## src/rtl/itcm_arb_if.sv

```systemverilog
// itcm_arb_if: IFU/LSU request-response channels plus the ITCM RAM port around the arbiter
//   slave  : arbiter side (takes requests and ram_dout, drives readies, responses and RAM controls)
//   master : environment side (requesters and RAM model)
interface itcm_arb_if #(parameter int AW = 14, DW = 32, MW = 4);
  logic          ifu_req_valid, ifu_req_ready, ifu_rsp_valid;
  logic [AW-1:0] ifu_req_addr;
  logic [DW-1:0] ifu_rsp_rdata;
  logic          lsu_req_valid, lsu_req_ready, lsu_req_we, lsu_rsp_valid;
  logic [AW-1:0] lsu_req_addr;
  logic [DW-1:0] lsu_req_wdata, lsu_rsp_rdata;
  logic [MW-1:0] lsu_req_wem;
  logic          ram_we;
  logic [AW-1:0] ram_addr;
  logic [DW-1:0] ram_din, ram_dout;
  logic [MW-1:0] ram_wem;
  modport slave (
    input  ifu_req_valid, ifu_req_addr, lsu_req_valid, lsu_req_addr, lsu_req_we,
           lsu_req_wdata, lsu_req_wem, ram_dout,
    output ifu_req_ready, ifu_rsp_valid, ifu_rsp_rdata, lsu_req_ready, lsu_rsp_valid,
           lsu_rsp_rdata, ram_we, ram_addr, ram_din, ram_wem
  );
  modport master (
    output ifu_req_valid, ifu_req_addr, lsu_req_valid, lsu_req_addr, lsu_req_we,
           lsu_req_wdata, lsu_req_wem, ram_dout,
    input  ifu_req_ready, ifu_rsp_valid, ifu_rsp_rdata, lsu_req_ready, lsu_rsp_valid,
           lsu_rsp_rdata, ram_we, ram_addr, ram_din, ram_wem
  );
endinterface

```

## src/rtl/itcm_arb_ctrl.sv

```systemverilog
// itcm_arb_ctrl: LSU-priority arbiter with IFU starvation guard in front of a single-port ITCM RAM
//   clk, rst : clock and asynchronous active-high reset
//   bus      : itcm_arb_if.slave carrying IFU/LSU request-response channels and RAM port
module itcm_arb_ctrl #(
  parameter int AW = 14,
  parameter int DW = 32,
  parameter int MW = 4,
  parameter int STARVE_MAX = 4
) (
  input logic clk,
  input logic rst,
  itcm_arb_if.slave bus
);
  typedef enum logic [1:0] {NONE, IFU, LSU} owner_t;
  owner_t owner, owner_nxt;
  logic [3:0] starve_cnt, starve_nxt;
  logic [AW-1:0] held_addr;
  logic gi, gl, lw;
  always_comb begin
    gl = bus.lsu_req_valid && !rst && !(bus.ifu_req_valid && starve_cnt == 4'(STARVE_MAX));
    gi = bus.ifu_req_valid && !rst && !gl;
    lw = gl && bus.lsu_req_we;
    owner_nxt = gl ? LSU : gi ? IFU : NONE;
    starve_nxt = (!bus.ifu_req_valid || gi) ? 4'd0
               : (gl && starve_cnt != 4'(STARVE_MAX)) ? starve_cnt + 4'd1 : starve_cnt;
  end
  always_ff @(posedge clk or posedge rst) begin
    if (rst) begin
      owner <= NONE;
      starve_cnt <= '0;
      held_addr <= '0;
    end else begin
      owner <= owner_nxt;
      starve_cnt <= starve_nxt;
      held_addr <= bus.ram_addr;
    end
  end
  assign bus.ifu_req_ready = gi;
  assign bus.lsu_req_ready = gl;
  // Without a grant the address register keeps the RAM pointed at the last access so ram_dout stays stable.
  assign bus.ram_addr = gl ? bus.lsu_req_addr : gi ? bus.ifu_req_addr : held_addr;
  assign bus.ram_we = lw;
  assign bus.ram_din = lw ? bus.lsu_req_wdata : '0;
  assign bus.ram_wem = lw ? bus.lsu_req_wem : '0;
  assign bus.ifu_rsp_valid = owner == IFU;
  assign bus.lsu_rsp_valid = owner == LSU;
  assign bus.ifu_rsp_rdata = bus.ram_dout;
  assign bus.lsu_rsp_rdata = bus.ram_dout;
endmodule

```

## src/flat_wrapper.sv

```systemverilog
// flat-port wrapper written by rule: the top's interface ports become plain ports
module itcm_arb_ctrl_flat 
#(
  parameter int AW = 14,
  parameter int DW = 32,
  parameter int MW = 4,
  parameter int STARVE_MAX = 4
)
  (clk, rst, bus_ifu_req_valid, bus_ifu_req_addr, bus_lsu_req_valid, bus_lsu_req_addr, bus_lsu_req_we, bus_lsu_req_wdata, bus_lsu_req_wem, bus_ram_dout, bus_ifu_req_ready, bus_ifu_rsp_valid, bus_ifu_rsp_rdata, bus_lsu_req_ready, bus_lsu_rsp_valid, bus_lsu_rsp_rdata, bus_ram_we, bus_ram_addr, bus_ram_din, bus_ram_wem);
  itcm_arb_if #(.AW(AW), .DW(DW), .MW(MW)) bus_i ();
  input logic clk;
  input logic rst;
  input wire logic [$bits(bus_i.ifu_req_valid)-1:0] bus_ifu_req_valid;
  input wire logic [$bits(bus_i.ifu_req_addr)-1:0] bus_ifu_req_addr;
  input wire logic [$bits(bus_i.lsu_req_valid)-1:0] bus_lsu_req_valid;
  input wire logic [$bits(bus_i.lsu_req_addr)-1:0] bus_lsu_req_addr;
  input wire logic [$bits(bus_i.lsu_req_we)-1:0] bus_lsu_req_we;
  input wire logic [$bits(bus_i.lsu_req_wdata)-1:0] bus_lsu_req_wdata;
  input wire logic [$bits(bus_i.lsu_req_wem)-1:0] bus_lsu_req_wem;
  input wire logic [$bits(bus_i.ram_dout)-1:0] bus_ram_dout;
  output wire logic [$bits(bus_i.ifu_req_ready)-1:0] bus_ifu_req_ready;
  output wire logic [$bits(bus_i.ifu_rsp_valid)-1:0] bus_ifu_rsp_valid;
  output wire logic [$bits(bus_i.ifu_rsp_rdata)-1:0] bus_ifu_rsp_rdata;
  output wire logic [$bits(bus_i.lsu_req_ready)-1:0] bus_lsu_req_ready;
  output wire logic [$bits(bus_i.lsu_rsp_valid)-1:0] bus_lsu_rsp_valid;
  output wire logic [$bits(bus_i.lsu_rsp_rdata)-1:0] bus_lsu_rsp_rdata;
  output wire logic [$bits(bus_i.ram_we)-1:0] bus_ram_we;
  output wire logic [$bits(bus_i.ram_addr)-1:0] bus_ram_addr;
  output wire logic [$bits(bus_i.ram_din)-1:0] bus_ram_din;
  output wire logic [$bits(bus_i.ram_wem)-1:0] bus_ram_wem;
  assign bus_i.ifu_req_valid = bus_ifu_req_valid;
  assign bus_i.ifu_req_addr = bus_ifu_req_addr;
  assign bus_i.lsu_req_valid = bus_lsu_req_valid;
  assign bus_i.lsu_req_addr = bus_lsu_req_addr;
  assign bus_i.lsu_req_we = bus_lsu_req_we;
  assign bus_i.lsu_req_wdata = bus_lsu_req_wdata;
  assign bus_i.lsu_req_wem = bus_lsu_req_wem;
  assign bus_i.ram_dout = bus_ram_dout;
  assign bus_ifu_req_ready = bus_i.ifu_req_ready;
  assign bus_ifu_rsp_valid = bus_i.ifu_rsp_valid;
  assign bus_ifu_rsp_rdata = bus_i.ifu_rsp_rdata;
  assign bus_lsu_req_ready = bus_i.lsu_req_ready;
  assign bus_lsu_rsp_valid = bus_i.lsu_rsp_valid;
  assign bus_lsu_rsp_rdata = bus_i.lsu_rsp_rdata;
  assign bus_ram_we = bus_i.ram_we;
  assign bus_ram_addr = bus_i.ram_addr;
  assign bus_ram_din = bus_i.ram_din;
  assign bus_ram_wem = bus_i.ram_wem;
  itcm_arb_ctrl #(.AW(AW), .DW(DW), .MW(MW), .STARVE_MAX(STARVE_MAX)) u_core (.clk(clk), .rst(rst), .bus(bus_i));
endmodule
```

## config.mk

```make
export PLATFORM = sky130hd
export DESIGN_NAME = itcm_arb_ctrl_flat
export DESIGN_NICKNAME = d
export VERILOG_FILES = /design/src/rtl/itcm_arb_if.sv /design/src/rtl/itcm_arb_ctrl.sv /design/src/flat_wrapper.sv
export SDC_FILE = /design/constraint.sdc
export NUM_CORES = 1
export LEC_CHECK = 0
export CAP_MARGIN = 20
export CORE_ASPECT_RATIO = 0.7
export CORE_MARGIN = 2
export CORE_UTILIZATION = 24
export DETAILED_ROUTE_END_ITERATION = 7
export GPL_TIMING_DRIVEN = 1
export PLACE_DENSITY = 0.85
export SYNTH_ARGS = -nofsm -noshare
export SYNTH_HDL_FRONTEND = slang
export SYNTH_SLANG_ARGS = --single-unit
export TNS_END_PERCENT = 30
```

## constraint.sdc

```tcl
create_clock -name clk -period 1.5 [get_ports clk]
set_input_delay 0.15 -clock clk [delete_from_list [all_inputs] [get_ports clk]]
set_output_delay 0.15 -clock clk [all_outputs]
set_load 0.05 [all_outputs]
```

==> impl_metrics.csv, run 1 <==
group,metric,value,unit
sta,period_needed,2.05,ns
clocking,clk_latency,0.25,ns
setup_path,r2r-end,"u_core.held_addr[6]$_DFF_PP0_",
run_status,violations,"negative setup slack",
hold_path,min_to,"bus_ifu_rsp_rdata[12]",
setup_path,cp_data_required_time,1.35,ns
setup_path,startpoint_type,"flip-flop",
global_routing,grt_remaining_overflow,0,
sta,tightest_slew,0.296,ns
clocking,cts-hold-fix-buffers,0,
clocking,cts_tree,"built",
cells_and_area,syn_to_final_growth,97.5,%
setup_path,ff2ff_setup_slack,-0.20,ns
drt,routedWlPerCell,16.2,um
drt,wl,5850,um
yosys,syn_inst,186,
yosys,synth_nets,289,
floorplanning,ios,220,
placed_design,io_buffers,123,
power,p_total,0.00217,W
clocking,cts_buffer_depth,2,
hold_path,hp-class,"in -> out",
global_routing,antenna_found_initial,0,
floorplanning,core_area,0.00732,mm^2
clocking,numCtsBuffers,3,
clocking,path_clk_slew,0.07,ns
global_routing,grtUsageTotal,0.137,
power,pwr-share-clk,0.160,
yosys,avgSynthCellArea,9.79,um^2
sta,fin_ws,-0.552,ns
sta,finalMaxSlewViolations,0,
setup_path,r2r-start,"u_core.starve_cnt[1]$_DFFE_PP0P_",
yosys,synthDistinctLibCells,25,
sta,clock-skew-final,0.00194,ns
sta,hold_viol,0,
yosys,netlist_top_cells_area,"dfrtp_1 27%, buf_4 26%, and3_1 12%",
setup_path,cp_max_fo,6,
yosys,yosysMostFrequentCell,"buf_4",
global_routing,grt_pass1_vias,1668,
setup_path,reg2reg_depth,7,
power,p_int,0.00142,W
cells_and_area,final_core_util,0.491,
cells_and_area,antenna_cells,0,
yosys,synth_top_area_cell,"dfrtp_1",
drt,drt_iter0_markers,22,
yosys,async_flop_share,1.00,
run,drv_cap,0,
sta,fmax,487,MHz
sta,post-route-period-util,1.37,
drt,route.detailed.drc,0,
yosys,seq_area_frac_synth,0.275,
global_routing,grt_max_degree,35,
sta,setup_viol,67,
yosys,ys_ff_latch,20,
sta,max_slew_margin,0.803,
power,power.leakage,1.52,nW
yosys,synth_ff_type,"dfrtp_1",
yosys,yosysWarnings,0,
power,p_sw,0.000757,W
drt,drtAntennaViolNets,0,
floorplanning,dieWidth,108,um
setup_path,path_class,"reg -> out",
floorplanning,rows,26,
hold_path,whs_path_depth,0,
power,irDropWorstVdd,0.379,mV
cells_and_area,final_nets,367,
drt,vias,1508,
power,power_density,605,mW/mm^2
cells_and_area,layout-drive-gt1-share,0.592,
hold_path,hp-start,"bus_ram_dout[12]",
yosys,ys_top_cells_by_count,"64 x buf_4, 36 x and3_1, 20 x dfrtp_1",
drt,routed_via_density,4.19,
floorplanning,dieArea,0.00831,mm^2
power,power_frac_comb,0.556,
drt,firstDrtPassIters,3,
yosys,synth_edf_count,0,
global_routing,grt_first_pass_wirelength,9060,um
clocking,cts_num_sinks,20,
power,switching_share,0.348,
yosys,synth_top_area_frac,0.275,
placed_design,placement.setup.worst_slack,-0.483,ns
run_status,status,"complete, but fails checks",
sta,holdWs,0.300,ns
yosys,syn_area,0.00182,mm^2
power,power_frac_seq,0.284,
placed_design,gp_congestion,0.765,
sta,rsz0062_at_grt,"yes",
setup_path,critPathCaptureType,"output pin",
clocking,htreeDepth,1,
floorplanning,initial_core_util,0.249,
floorplanning,fp.dieH,76.9,um
clocking,cts-root-buf,"clkbuf_8",
setup_path,arrival,1.90,ns
placed_design,hpwl,4560,um
## power groups by stage
stage | combinational (W) | clock, W | sequential, W
floorplan | 0.00108 | 0 | 0.000622
global placement | 0.00108 | 0 | 0.000625
detailed placement | 0.00110 | 0 | 0.000629
CTS | 0.00118 | 0.000370 | 0.000617
global route | 0.00126 | 0.000395 | 0.000624
finish | 0.00121 | 0.000348 | 0.000617
## stage by stage
stage               cell area [um^2]  TNS (ns)  instances
finish                          3590    -25.78        360
global route                    3590    -31.06        360
detailed placement              3290    -23.97        349
global placement                3290    -21.25        349
CTS                             3530    -29.49        356
floorplan                       1970    -11.96        186
## routing by layer
layer,part of all wire,GRT usage
met1,0.40,0.164
met2,0.49,0.226
met3,0.11,0.0638
met4,0.0092,0.0256
met5,0,0
## state kept, by name, indices dropped and copies added (netlist names)
| signal | count |
|---|---|
| u_core.held_addr | 14 |
| u_core.starve_cnt | 4 |
| u_core.owner | 2 |
## cell usage in the layout, fill, tap and decap left out, drive strengths merged, types with 2 or more instances in the layout
master / instances
nand3: 3
dfrtp: 20
nand2b: 2
clkdlybuf4s50: 68
buf: 79
o21ai: 2
and3: 36
inv: 4
clkbuf: 4
ha: 2
mux2: 28
a21oi: 2
nor2b: 2
## area by class of cell
cell class	count	area, um^2
fillers	633	3720
repair buffers	148	1920
multi-input cells	86	987
flip-flops and latches	20	500
well taps	98	123
clock buffers	3	41.3
inverters	5	22.5
## how the worst max path moves through the flow
stage,startpoint,end,slack [ns],cells past startpoint
6_report,u_core.starve_cnt[1]$_DFFE_PP0P_,bus_ram_addr[5],-0.55,7
5_1_grt,u_core.starve_cnt[1]$_DFFE_PP0P_,bus_ram_addr[5],-0.63,7
4_1_cts,u_core.starve_cnt[1]$_DFFE_PP0P_,bus_ram_addr[7],-0.61,7
3_5_place_dp,bus_ifu_req_valid,bus_ram_addr[2],-0.48,6
2_1_floorplan,u_core.starve_cnt[0]$_DFFE_PP0P_,u_core.held_addr[12]$_DFF_PP0_,-0.22,7
3_3_place_gp,bus_ifu_req_valid,bus_ram_addr[2],-0.45,6
## logic make-up (layout without fill, tap and decap cells)
group           count (synthesis)  count (layout)  share of synthesized area
compound gates                  6               6                     0.0213
xor+xnor                        1               1                    0.00481
fa+ha+maj                       2               2                     0.0137
buf+inv                        80             156                      0.319
flops                          20              20                      0.275
mux                            28              28                      0.196
simple gates                   49              49                      0.170
## repair_timing
action	4_1_cts	5_1_grt
setup endpoints to repair	67	69
cloned	0	1
pin swaps	30	6
buffers inserted	4	3
resized for setup	44	6
hold endpoints to repair	0	0
## worst max-delay path, stage by stage, from the launching register on
cell       delay, ns
dfrtp_1         0.39
inv_2           0.08
ha_4            0.13
nand3b_1        0.11
o211a_4         0.30
clkbuf_16       0.18
mux2_4          0.31
buf_8           0.15
(Power assumes the default switching activity.)
==> run 2, diff against run 1 <==
Settings changed: CTS_CLUSTER_SIZE set to 25.
==> results of run 2 <==
No change in the layout: final DEF, timing and power equal those of run 1.
